<file path="src/rtl/reg_file_mp_pkg.sv">
// Shared types and default sizes for the multi-port register file.
package reg_file_mp_pkg;

  localparam int unsigned DEF_DATA_W = 32;
  localparam int unsigned DEF_ADDR_W = 4;

  typedef enum logic {
    INIT = 1'b0,
    RUN  = 1'b1
  } rf_state_e;

endpackage

</file>
<file path="src/rtl/reg_scoreboard.sv">
// Pending-load scoreboard: one busy bit per register, set by reservations,
// cleared by load writeback, with combinational lookup for both read ports.
module reg_scoreboard
  import reg_file_mp_pkg::*;
#(
  parameter int unsigned ADDR_W = DEF_ADDR_W
) (
  input  logic              clk,
  input  logic              rst_n,
  input  logic              i_en,
  input  logic              i_set,
  input  logic [ADDR_W-1:0] i_set_addr,
  input  logic              i_clr,
  input  logic [ADDR_W-1:0] i_clr_addr,
  input  logic [ADDR_W-1:0] i_rd_addr1,
  input  logic [ADDR_W-1:0] i_rd_addr2,
  output logic              o_busy1_c,
  output logic              o_busy2_c
);

  localparam int unsigned DEPTH = 2 ** ADDR_W;

  logic [DEPTH-1:0] r_busy;
  logic [DEPTH-1:0] w_busy_nxt;

  // Set is applied after clear so a new reservation wins over a completing load.
  always_comb begin
    w_busy_nxt = r_busy;
    if (i_en && i_clr) begin
      w_busy_nxt[i_clr_addr] = 1'b0;
    end
    if (i_en && i_set) begin
      w_busy_nxt[i_set_addr] = 1'b1;
    end
  end

  always_ff @(posedge clk or negedge rst_n) begin
    if (!rst_n) begin
      r_busy <= '0;
    end else begin
      r_busy <= w_busy_nxt;
    end
  end

  // A load completing this cycle is no longer reported as pending.
  assign o_busy1_c = i_en && r_busy[i_rd_addr1] && !(i_clr && (i_clr_addr == i_rd_addr1));
  assign o_busy2_c = i_en && r_busy[i_rd_addr2] && !(i_clr && (i_clr_addr == i_rd_addr2));

endmodule

</file>
<file path="src/rtl/reg_file_mp.sv">
// Two-read / two-write register file with write-through bypass, a pending-load
// scoreboard, and a post-reset sweep that clears the array one entry per cycle.
module reg_file_mp
  import reg_file_mp_pkg::*;
#(
  parameter int unsigned DATA_W = DEF_DATA_W,
  parameter int unsigned ADDR_W = DEF_ADDR_W
) (
  input  logic              clk,
  input  logic              rst,
  input  logic [ADDR_W-1:0] rd_addr1,
  input  logic [ADDR_W-1:0] rd_addr2,
  output logic [DATA_W-1:0] rd_data1,
  output logic [DATA_W-1:0] rd_data2,
  output logic              rd_busy1,
  output logic              rd_busy2,
  input  logic              wr_en_a,
  input  logic [ADDR_W-1:0] wr_addr_a,
  input  logic [DATA_W-1:0] wr_data_a,
  input  logic              wr_en_b,
  input  logic [ADDR_W-1:0] wr_addr_b,
  input  logic [DATA_W-1:0] wr_data_b,
  input  logic              rsv_en,
  input  logic [ADDR_W-1:0] rsv_addr,
  output logic              ready
);

  localparam int unsigned DEPTH = 2 ** ADDR_W;
  localparam int unsigned CNT_W = ADDR_W + 1;

  rf_state_e         r_state;
  rf_state_e         w_state_nxt;
  logic [CNT_W-1:0]  r_init_cnt;
  logic              r_ready;
  logic [DATA_W-1:0] r_regs [DEPTH];

  logic              w_run;
  logic              w_sweep_done;

  assign w_run        = (r_state == RUN);
  assign w_sweep_done = (r_init_cnt == CNT_W'(DEPTH - 1));

  always_ff @(posedge clk or negedge rst) begin
    if (!rst) begin
      r_state <= INIT;
    end else begin
      r_state <= w_state_nxt;
    end
  end

  always_comb begin
    w_state_nxt = r_state;
    case (r_state)
      INIT:    if (w_sweep_done) w_state_nxt = RUN;
      RUN:     w_state_nxt = RUN;
      default: w_state_nxt = INIT;
    endcase
  end

  // Sweep counter holds at DEPTH-1 once RUN is reached; ready tracks next state.
  always_ff @(posedge clk or negedge rst) begin
    if (!rst) begin
      r_init_cnt <= '0;
      r_ready    <= 1'b0;
    end else begin
      r_ready <= (w_state_nxt == RUN);
      if ((r_state == INIT) && !w_sweep_done) begin
        r_init_cnt <= r_init_cnt + CNT_W'(1);
      end
    end
  end

  // Array has no reset; port A is written last so it wins an address collision.
  always_ff @(posedge clk) begin
    if (!w_run) begin
      r_regs[r_init_cnt[ADDR_W-1:0]] <= '0;
    end else begin
      if (wr_en_b) begin
        r_regs[wr_addr_b] <= wr_data_b;
      end
      if (wr_en_a) begin
        r_regs[wr_addr_a] <= wr_data_a;
      end
    end
  end

  always_comb begin
    rd_data1 = '0;
    if (w_run) begin
      if (wr_en_a && (wr_addr_a == rd_addr1)) begin
        rd_data1 = wr_data_a;
      end else if (wr_en_b && (wr_addr_b == rd_addr1)) begin
        rd_data1 = wr_data_b;
      end else begin
        rd_data1 = r_regs[rd_addr1];
      end
    end
  end

  always_comb begin
    rd_data2 = '0;
    if (w_run) begin
      if (wr_en_a && (wr_addr_a == rd_addr2)) begin
        rd_data2 = wr_data_a;
      end else if (wr_en_b && (wr_addr_b == rd_addr2)) begin
        rd_data2 = wr_data_b;
      end else begin
        rd_data2 = r_regs[rd_addr2];
      end
    end
  end

  reg_scoreboard #(
    .ADDR_W (ADDR_W)
  ) u_scoreboard (
    .clk        (clk),
    .rst_n      (rst),
    .i_en       (w_run),
    .i_set      (rsv_en),
    .i_set_addr (rsv_addr),
    .i_clr      (wr_en_b),
    .i_clr_addr (wr_addr_b),
    .i_rd_addr1 (rd_addr1),
    .i_rd_addr2 (rd_addr2),
    .o_busy1_c  (rd_busy1),
    .o_busy2_c  (rd_busy2)
  );

  assign ready = r_ready;

endmodule

</file>
<file path="config.mk">
export PLATFORM = sky130hd
export DESIGN_NAME = reg_file_mp
export DESIGN_NICKNAME = d
export VERILOG_FILES = /design/src/rtl/reg_file_mp_pkg.sv /design/src/rtl/reg_scoreboard.sv /design/src/rtl/reg_file_mp.sv
export SDC_FILE = /design/constraint.sdc
export NUM_CORES = 1
export LEC_CHECK = 0
export CAP_MARGIN = 5
export CORE_MARGIN = 2
export CORE_UTILIZATION = 38
export DETAILED_ROUTE_END_ITERATION = 8
export PLACE_DENSITY = 0.55
export SLEW_MARGIN = 20
export SYNTH_ARGS = -nofsm -noshare
export SYNTH_HDL_FRONTEND = slang
export SYNTH_SLANG_ARGS = --single-unit
</file>
<file path="constraint.sdc">
create_clock -name clk -period 8.1 [get_ports clk]
set_input_delay 2.43 -clock clk [delete_from_list [all_inputs] [get_ports clk]]
set_output_delay 2.43 -clock clk [all_outputs]
set_load 0.03 [all_outputs]
</file>
Word level (Yosys, flattened, before mapping)
Memory sizes are Yosys's and may differ from the RTL's.
Index checks and enable logic that the tools add are counted.
{ "totals": {"elab_cells": 65, "in_bits": 89, "n_memories": 1, "out_inout_bits": 67, "mem_bits_rw": 512, "register_bits": 22} }
{ "classes": {"order_cmp": 6, "n_reduce_logical": 17, "n_mux": 28, "n_bitwise": 4, "eq_ne": 5, "addsub": 1} }
{ "memory_table": {"columns": ["memory", "depth", "width", "read_ports", "rd_ports_with_merged_regs", "wr", "line_no", "source"], "rows": [
  ["r_regs", 16, 32, 2, 0, 2, "reg_file_mp.sv:35", "logic [DATA_W-1:0] r_regs [DEPTH];"]
]} }
{ "ops": {"columns": ["cell", "count"], "rows": [
  ["32-bit 2-to-1 mux", 7],
  ["16-bit 2-to-1 mux", 2],
  ["32-bit OR reduction", 1],
  ["4-bit by 5-bit < comparator with 1-bit output, second input constant", 4],
  ["16-bit AND", 1],
  ["4-bit equality test", 4],
  ["16-bit inverter", 1],
  ["16-bit bitwise OR", 1],
  ["1-bit logical AND", 13],
  ["1-bit 2-to-1 mux", 13],
  ["1-bit binary-select mux with 4-bit select", 2],
  ["1-bit demux with 4-bit select", 2],
  ["4-bit by 1-bit >= comparator with 1-bit output, second input constant", 2],
  ["5-bit by 1-bit adder with 5-bit output, second input constant", 1],
  ["5-bit by 4-bit equality test with 1-bit output, second input constant", 1],
  ["4-bit 2-to-1 mux", 1],
  ["1-bit logical NOT", 3],
  ["1-bit case mux with 2 select lines", 1],
  ["1-bit inverter", 1]
]} }

Depth between registers and ports, before layout
Gate-level depths: netlist of run 1.
{ "depth": {"word_depth": 9, "ltp_mapped": 9, "depth_no_buf": 6} }

By module
A second synthesis of run 1 with hierarchy kept.
{ "hier_totals": {"cells_unflattened": 3010, "area_unflattened_um2": 32665.1} }
{ "by_module_without_submodules": {"columns": ["mod", "area_each_um2", "instances", "cells_each", "seq_area_each_um2"], "rows": [
  ["reg_file_mp", 31547.8, 1, 2899, 15524.9],
  ["reg_scoreboard", 1117.3, 1, 111, 400.4]
]} }

Worst setup path after synthesis of run 1
Ideal clock, no wire load.
{ "synth_path": {"path_kind": "input to output", "from": "in rd_addr1[1]", "to": "out rd_data1[28]", "path_buffers": 4, "t_required_ns": 5.670, "stages": 8, "arrival_time_ns": 4.308, "setup_slack_ns": 1.362, "path_cell_list": "buf_4 buf_6 and2_0 clkbuf_1 buf_2 a221oi_1 o21ai_0 a221oi_1"} }
{ "synth_between": {"elab_chain_len": 5, "word_cells_on_any_way": 8, "cone_classes": "eq/ne (2); mux (3); reduce/logical (2); memory (1)"} }
{ "synth_rtl": {"columns": ["item", "line_no", "source"], "rows": [
  ["start, declared", "reg_file_mp.sv:11", "input logic [ADDR_W-1:0] rd_addr1,"],
  ["parallel branches: the longest is 3 deep, another holds memory read 16 x 32 bit", null, null],
  ["32-bit 2-to-1 mux *", "reg_file_mp.sv:90", "if (wr_en_a && (wr_addr_a == rd_addr1)) begin"],
  ["32-bit 2-to-1 mux *", "reg_file_mp.sv:89", "if (w_run) begin"],
  ["end, declared", "reg_file_mp.sv:13", "output logic [DATA_W-1:0] rd_data1,"]
]} }
Mark *: on every way between the ends.

Worst setup path in the final report of run 1
{ "layout_path": {"from": "in wr_addr_a[1]", "to": "out rd_data1[12]"} }
{ "layout_between": {"elab_chain_len": 4} }
{ "layout_rtl": {"columns": ["item", "line_no", "source"], "rows": [
  ["start, declared", "reg_file_mp.sv:18", "input logic [ADDR_W-1:0] wr_addr_a,"],
  ["4-bit equality test", "reg_file_mp.sv:90", null],
  ["1-bit logical AND", "reg_file_mp.sv:90", null],
  ["32-bit 2-to-1 mux", "reg_file_mp.sv:90", null],
  ["32-bit 2-to-1 mux", "reg_file_mp.sv:89", null]
]} }
No other way between the ends.

==> results of run 1 <==
-- cells in the mapped netlist, drive strengths merged (4+ instances only) --
cell,count
a211oi,28
a21oi,54
a221oi,92
and2,5
buf,150
clkbuf,204
dfrtp,22
edfxtp,512
inv,37
mux2,51
mux2i,111
mux4,201
nand2,630
nand2b,10
nand3,5
nor2,33
nor2b,7
nor3,41
o21ai,705
o21bai,7
o22ai,9
or2,4
xnor2,6
xor2,13
-- worst register-to-register path, cell delays in order, from the launching register on --
cell	delay [ns]
sky130_fd_sc_hd__dfrtp_2	0.88
sky130_fd_sc_hd__buf_4	0.57
sky130_fd_sc_hd__and2_2	0.80
sky130_fd_sc_hd__nand3_1	0.37
sky130_fd_sc_hd__inv_1	0.12
sky130_fd_sc_hd__a31oi_1	0.18
sky130_fd_sc_hd__o21bai_4	0.99
sky130_fd_sc_hd__buf_4	0.38
-- path summary, 6_finish.rpt --
path | start | endpoint | slack (ns) | cells past startpoint
worst max register to register | ready$_DFF_PN0_ | r_regs[7][19]$_DFFE_PP_ | 3.49 | 7
worst min-delay path | r_init_cnt[4]$_DFFE_PN0P_ | r_init_cnt[4]$_DFFE_PN0P_ | 0.54 | 2
min in group asynchronous | rst | u_scoreboard.r_busy[2]$_DFF_PN0_ | 1.76 | 1
worst min register to register | r_init_cnt[4]$_DFFE_PN0P_ | r_init_cnt[4]$_DFFE_PN0P_ | 0.54 | 2
max in group asynchronous | rst | ready$_DFF_PN0_ | 5.97 | 1
worst max-delay path | wr_addr_a[1] | rd_data1[12] | 0.58 | 8
-- power groups by stage --
| stage | clock, uW | sequential [uW] | combinational [uW] |
|---|---|---|---|
| global placement | 0 | 3160 | 1170 |
| floorplan | 0 | 3160 | 674 |
| global route | 2750 | 3110 | 1260 |
| CTS | 2640 | 3110 | 1180 |
| detailed placement | 0 | 3160 | 1180 |
| finish | 2620 | 3110 | 1190 |
-- kinds of logic after synthesis --
kind of cell,after synthesis
compound gates,907
xor+xnor,19
fa+ha+maj,2
buf+inv,392
flops,534
mux,363
simple gates,752
-- flip-flops by register name, summed over array words and instances (netlist names) --
signal               cells
u_scoreboard.r_busy     16
r_regs                 512
ready                    1
r_init_cnt               5
-- through the flow --
step / worst slack, ns / power [uW]
5_1_grt: 0.502 / 7120
2_1_floorplan: 1.36 / 3830
4_1_cts: 0.634 / 6930
6_report: 0.575 / 6920
3_5_place_dp: 0.655 / 4350
3_3_place_gp: 0.610 / 4330
-- layout make-up --
cell class	instances	area, um^2	area share
clock inverters	37	305	0.00811
well taps	1144	1430	0.0380
flip-flops and latches	534	15900	0.423
multi-input cells	2043	15200	0.404
clock buffers	73	1530	0.0406
repair buffers	251	3090	0.0821
diodes	2	5.00	0.000133
inverters	38	143	0.00379
-- per-layer routing --
metal | global-route usage | wire length, um | share of wire
met5 | 0 | 0 | 0
met4 | 0.101 | 4530 | 0.037
met3 | 0.0431 | 11600 | 0.095
met2 | 0.445 | 58100 | 0.48
met1 | 0.361 | 47700 | 0.39
==> flow_summary_export.csv, run 1 <==
group,metric,value,unit
run_status,outcome,"completed",
routing,detailroute.via_count,26000,
timing,max_slew_margin,0.235,
logic_synthesis,count_of_flip_flops_with_a_built_in_enable_after_synthesis,512,
place,post-dp-hpwl,70.8,mm
power_and_ir_drop,power_frac_comb,0.172,
clock_network,cts_resized,0,
logic_synthesis,ys_seq_area_frac,0.486,
logic_synthesis,synth-compound-area-share,0.163,
power_and_ir_drop,power_density_over_the_cells,184,nW/um^2
logic_synthesis,synthDominantAreaCellType,"sky130_fd_sc_hd__edfxtp_1",
min_path,holdCritPathClass,"reg2reg",
clock_network,post_cts_buffers,0,
timing,final_period_minus_worst_setup_slack,7.52,ns
timing,fin_crit_sh,0.929,
timing,worst-slew-pin-transition,1.14,ns
worst_setup_path,critPathRequiredTime,5.67,ns
die,starting_density_of_the_core,0.384,
finish,final_common_cell,"sky130_fd_sc_hd__o21ai_0",
finish,post-route-util,0.441,
logic_synthesis,postSynthAreaPerCell,11.0,um^2
routing,drt_pass1_iterations,6,
finish,final_cell_area,37600,um^2
clock_network,cts_inserted_buffers,58,
timing,setup_viol_count_final,0,
worst_setup_path,critPathMaxStageDelay,0.67,ns
logic_synthesis,yosys-top-cells-area,"sky130_fd_sc_hd__edfxtp_1, sky130_fd_sc_hd__mux4_2, sky130_fd_sc_hd__o21ai_0, sky130_fd_sc_hd__nand2_1, sky130_fd_sc_hd__mux2i_1",
finish,layout-drive-gt1-share,0.202,
power_and_ir_drop,ir_drop,0.181,mV
routing,route.antenna.remaining_nets,0,
finish,mostFrequentLayoutCells,"sky130_fd_sc_hd__o21ai_0, sky130_fd_sc_hd__nand2_1, sky130_fd_sc_hd__edfxtp_1, sky130_fd_sc_hd__mux4_2, sky130_fd_sc_hd__mux2i_1",
timing,slew_violations,0,
worst_setup_path,worstPathCellList,"clkdlybuf4s50_1, xor2_1, nor3_2, and3_2, buf_4, nor3_1, a221oi_1, buf_12",
logic_synthesis,synth_largest_type_area_fraction,0.469,
logic_synthesis,synth.ff_latch_count,534,
logic_synthesis,synth-async-reset-ratio,0.0412,
logic_synthesis,synth-main-ff-cell,"sky130_fd_sc_hd__edfxtp_1",
global_routing,grt_pass1_vias,25600,
power_and_ir_drop,cellInternalPower,5040,uW
timing,fmaxAchievable,133,MHz
routing,initialDrtViolationCount,3040,
routing,routed_wire_length_per_instance,29.6,um
logic_synthesis,synthXorXnorAreaFrac,0.00531,
timing,timing.setup.tns,0,ns
die,chipHeight,298,um
power_and_ir_drop,static-leakage-power,0.0128,uW
timing,hold-worst-slack,0.536,ns
clock_network,clk_transition_reported_paths,0.06,ns
logic_synthesis,synth_fp_nets,3060,
global_routing,initial_antenna_violation_count,2,
run,cap_violations,0,
die,floorplan.die_area,88600,um^2
power_and_ir_drop,switchingPower,1890,uW
power_and_ir_drop,clkPwrFrac,0.379,
power_and_ir_drop,pwr-share-seq,0.449,
global_routing,grt_util_all_layers,0.271,
die,io-pin-count,156,
die,core_area,85300,um^2
clock_network,cts-root-buf,"sky130_fd_sc_hd__clkbuf_16",
die,std_cell_rows,107,
logic_synthesis,synth_top_family_by_area,"multiplexers",
logic_synthesis,synth-warning-count,0,
finish,flow.area_growth_from_synthesis,14.9,%
clock_network,clock_path_buffers,3,
clock_network,clkLatencyLatePin,0.64,ns
timing,hold_viol,0,
clock_network,tritoncts_clock_tree,"built",
global_routing,grt_pass1_wl,177,mm
clock_network,h-tree-depth,2,
worst_setup_path,cp_max_fo,15,
power_and_ir_drop,switching_share,0.272,
worst_setup_path,critical_path.top_delay_family,"buffers and inverters",
worst_setup_path,setup.worst_path.end_class,"output pin",
finish,final_cells,4122,
worst_setup_path,cp_buf_inv_count,3,
worst_setup_path,crit_path_top_delay_cell,"sky130_fd_sc_hd__clkdlybuf4s50_1",
timing,rsz0062_at_grt,"no",
finish,num-fill-cells,7712,
worst_setup_path,timing.setup.critical_path_class,"in2out",
logic_synthesis,synth_mux_area_frac,0.191,
worst_setup_path,cp-start-kind,"input pin",
finish,count_of_nets_after_finishing,3017,
die,die_w,298,um
worst_setup_path,worst-endpoint-arrival,5.09,ns
routing,vias_per_cell,6.30,
place,port-buffer-count,155,
place,dpl-instance-area,35800,um^2
routing,post-route-drc-count,0,
global_routing,congestion_overflow_gr,0,
logic_synthesis,synth_cell_type_count,55,
clock_network,holdBufCountCts,0,
routing,drt_wl_total,122,mm
logic_synthesis,summed_instance_area_of_the_synthesized_netlist,32800,um^2
global_routing,maximum_number_of_pins_on_one_net_before_global_route_repair,65,
place,placed_cells,4008,
timing,skew,0.0174,ns
clock_network,cts.sinks,534,
place,gp_routability_congestion,0.838,
logic_synthesis,syn-instance-count,2969,
logic_synthesis,synth_simple_gate_area_share,0.0945,
logic_synthesis,synth_adder_area_share,0.000764,
(Power assumes the default switching activity.)
==> inputs of run 2 (changes only) <==
--- a/config.mk
+++ b/config.mk
@@ -6,8 +6,9 @@
 export NUM_CORES = 1
 export LEC_CHECK = 0
 export CAP_MARGIN = 5
-export CORE_MARGIN = 2
+export CORE_MARGIN = 5
 export CORE_UTILIZATION = 38
+export CTS_CLUSTER_DIAMETER = 60
 export DETAILED_ROUTE_END_ITERATION = 8
 export PLACE_DENSITY = 0.55
 export SLEW_MARGIN = 20
==> run 2 against run 1 <==
Compared with the run above:
- die area up 4.1%
- final area grew 0.42%
- flip-flop and latch count unchanged
- sequential share of layout area down 0.18 points
- global-route usage shrank 0.86 points
- register-to-register slack gained 0.25 ns
- worst hold slack worse by 0.0013 ns
- largest power group unchanged
- highest routed layer is now met5
==> flow_summary_export.csv, run 2 (same netlist as run 1, synthesis figures left out) <==
group,metric,value,unit
run_status,outcome,"completed",
power_and_ir_drop,power_density_over_the_cells,187,nW/um^2
clock_network,clk_transition_reported_paths,0.06,ns
global_routing,grt_pass1_vias,25700,
worst_setup_path,timing.setup.critical_path_class,"in2out",
die,chipHeight,304,um
timing,max_slew_margin,0.221,
finish,final_common_cell,"sky130_fd_sc_hd__o21ai_0",
timing,fmaxAchievable,131,MHz
clock_network,cts.sinks,534,
power_and_ir_drop,power_frac_comb,0.170,
timing,worst-slew-pin-transition,1.17,ns
global_routing,initial_antenna_violation_count,1,
clock_network,holdBufCountCts,0,
timing,slew_violations,0,
clock_network,clkLatencyLatePin,0.63,ns
routing,detailroute.via_count,26100,
worst_setup_path,worstSetupStartpoint,"wr_addr_b[0]",
power_and_ir_drop,switching_share,0.268,
timing,fin_crit_sh,0.944,
power_and_ir_drop,clkPwrFrac,0.389,
worst_setup_path,cp_max_fo,34,
finish,reg.largest.list,"r_regs (512), u_scoreboard.r_busy (16), r_init_cnt (5)",
routing,drt_pass1_iterations,9,
die,die_w,304,um
finish,largest-register,"r_regs",
global_routing,grt_pass1_wl,177,mm
global_routing,congestion_overflow_gr,0,
worst_setup_path,critical_path.reg2reg.startpoint,"ready$_DFF_PN0_",
finish,final_cell_area,37800,um^2
place,port-buffer-count,155,
finish,layout-drive-gt1-share,0.205,
power_and_ir_drop,switchingPower,1890,uW
place,dpl-instance-area,35900,um^2
min_path,min_delay_path_depth,2,
routing,routed_wire_length_per_instance,30.0,um
worst_setup_path,worst-endpoint-arrival,5.22,ns
timing,hold_viol,0,
finish,mostFrequentLayoutCells,"sky130_fd_sc_hd__o21ai_0, sky130_fd_sc_hd__nand2_1, sky130_fd_sc_hd__edfxtp_1, sky130_fd_sc_hd__mux4_2, sky130_fd_sc_hd__mux2i_1",
finish,count_of_nets_after_finishing,3028,
clock_network,post_cts_buffers,0,
clock_network,cts-root-buf,"sky130_fd_sc_hd__clkbuf_16",
worst_setup_path,setup.worst_path.end_class,"output pin",
min_path,holdCritPathClass,"reg2reg",
die,floorplan.die_area,92200,um^2
run,cap_violations,0,
timing,rsz0062_at_grt,"no",
routing,initialDrtViolationCount,3183,
routing,route.antenna.remaining_nets,0,
global_routing,maximum_number_of_pins_on_one_net_before_global_route_repair,81,
timing,final_period_minus_worst_setup_slack,7.65,ns
routing,post-route-drc-count,0,
power_and_ir_drop,static-leakage-power,0.0129,uW
place,gp_routability_congestion,0.830,
place,post-dp-hpwl,72.2,mm
finish,max_ffs_per_register,512,
power_and_ir_drop,pwr-share-seq,0.441,
routing,drt_wl_total,124,mm
routing,vias_per_cell,6.32,
worst_setup_path,critPathRequiredTime,5.67,ns
worst_setup_path,reg2regPathDepth,6,
timing,skew,0.0147,ns
clock_network,cts_inserted_buffers,59,
worst_setup_path,crit_path_end,"rd_data1[20]",
worst_setup_path,reg2reg_slack,3.74,ns
timing,timing.setup.tns,0,ns
die,io-pin-count,156,
power_and_ir_drop,ir_drop,0.138,mV
finish,num-fill-cells,7876,
power_and_ir_drop,cellInternalPower,5160,uW
worst_setup_path,crit-reg2reg-capture,"r_regs[12][18]$_DFFE_PP_",
global_routing,grt_util_all_layers,0.262,
clock_network,h-tree-depth,2,
clock_network,cts_resized,0,
clock_network,tritoncts_clock_tree,"built",
finish,flow.area_growth_from_synthesis,15.4,%
die,core_area,85400,um^2
die,std_cell_rows,107,
die,starting_density_of_the_core,0.383,
worst_setup_path,cp-start-kind,"input pin",
timing,setup_viol_count_final,0,
clock_network,clock_path_buffers,3,
==> run 2: cell count changes in the layout (fill, tap and decap cells not counted) <==
cell	delta
sky130_fd_sc_hd__buf_4	+9
sky130_fd_sc_hd__bufinv_16	+4
sky130_fd_sc_hd__clkbuf_1	-3
sky130_fd_sc_hd__clkinv_1	-2
sky130_fd_sc_hd__clkinvlp_4	-2
sky130_fd_sc_hd__inv_6	+2
sky130_fd_sc_hd__buf_12	+1
sky130_fd_sc_hd__clkinv_2	-1
sky130_fd_sc_hd__clkinv_4	-1
sky130_fd_sc_hd__clkinv_8	-1
sky130_fd_sc_hd__diode_2	-1
==> run 2: per-stage QoR <==
step,cells,setup slack (ns),hold WS (ns),total power [uW],util
after floorplan,2969,1.36,0.481,3830,-
after global placement,4019,0.495,0.502,4340,0.420
after detailed placement,4019,0.467,0.515,4360,0.420
after CTS,4125,0.468,0.527,7070,0.442
after global routing,4126,0.428,0.579,7250,0.442
final,4127,0.453,0.535,7050,0.442
==> run 2: layout make-up <==
class	count	area, um^2	share of cell area
Timing Repair Buffer	261	3180	0.0840
Inverter	38	143	0.00377
Antenna cell	1	2.50	0.0000662
Clock inverter	36	390	0.0103
Multi-Input combinational cell	2043	15200	0.402
Sequential cell	534	15900	0.421
Tap cell	1144	1430	0.0379
Clock buffer	70	1520	0.0402
==> run 2: worst min path at each step <==
stage / start / end / slack [ns]
final: u_scoreboard.r_busy[6]$_DFF_PN0_ / u_scoreboard.r_busy[6]$_DFF_PN0_ / 0.53
after global routing: u_scoreboard.r_busy[8]$_DFF_PN0_ / u_scoreboard.r_busy[8]$_DFF_PN0_ / 0.58
after CTS: u_scoreboard.r_busy[6]$_DFF_PN0_ / u_scoreboard.r_busy[6]$_DFF_PN0_ / 0.53
after detailed placement: u_scoreboard.r_busy[6]$_DFF_PN0_ / u_scoreboard.r_busy[6]$_DFF_PN0_ / 0.51
after global placement: u_scoreboard.r_busy[6]$_DFF_PN0_ / u_scoreboard.r_busy[6]$_DFF_PN0_ / 0.50
after floorplan: u_scoreboard.r_busy[10]$_DFF_PN0_ / u_scoreboard.r_busy[10]$_DFF_PN0_ / 0.48
==> run 2: routing by layer <==
layer  vias to the layer above  GRT usage  part of all wire
met5                         -          0          0.000081
li1                      11100          -                 -
met1                     13000      0.346              0.38
met3                       344     0.0474              0.10
met2                      1659      0.429              0.47
met4                         2      0.112             0.046
==> run 2: worst max-delay path, stage by stage <==
cell and delay, ns:
sky130_fd_sc_hd__clkdlybuf4s50_1 0.64, sky130_fd_sc_hd__xor2_1 0.28, sky130_fd_sc_hd__nor4_4 0.08, sky130_fd_sc_hd__buf_12 0.21
sky130_fd_sc_hd__and2_2 0.24, sky130_fd_sc_hd__buf_4 0.25, sky130_fd_sc_hd__a221oi_1 0.83, sky130_fd_sc_hd__buf_12 0.20
==> run 2: power groups by stage <==
stage | sequential [uW] | combinational, uW | clock (uW)
2_1_floorplan | 3160 | 674 | 0
3_3_place_gp | 3160 | 1180 | 0
3_5_place_dp | 3160 | 1190 | 0
4_1_cts | 3110 | 1200 | 2770
5_1_grt | 3110 | 1260 | 2880
6_report | 3110 | 1200 | 2740
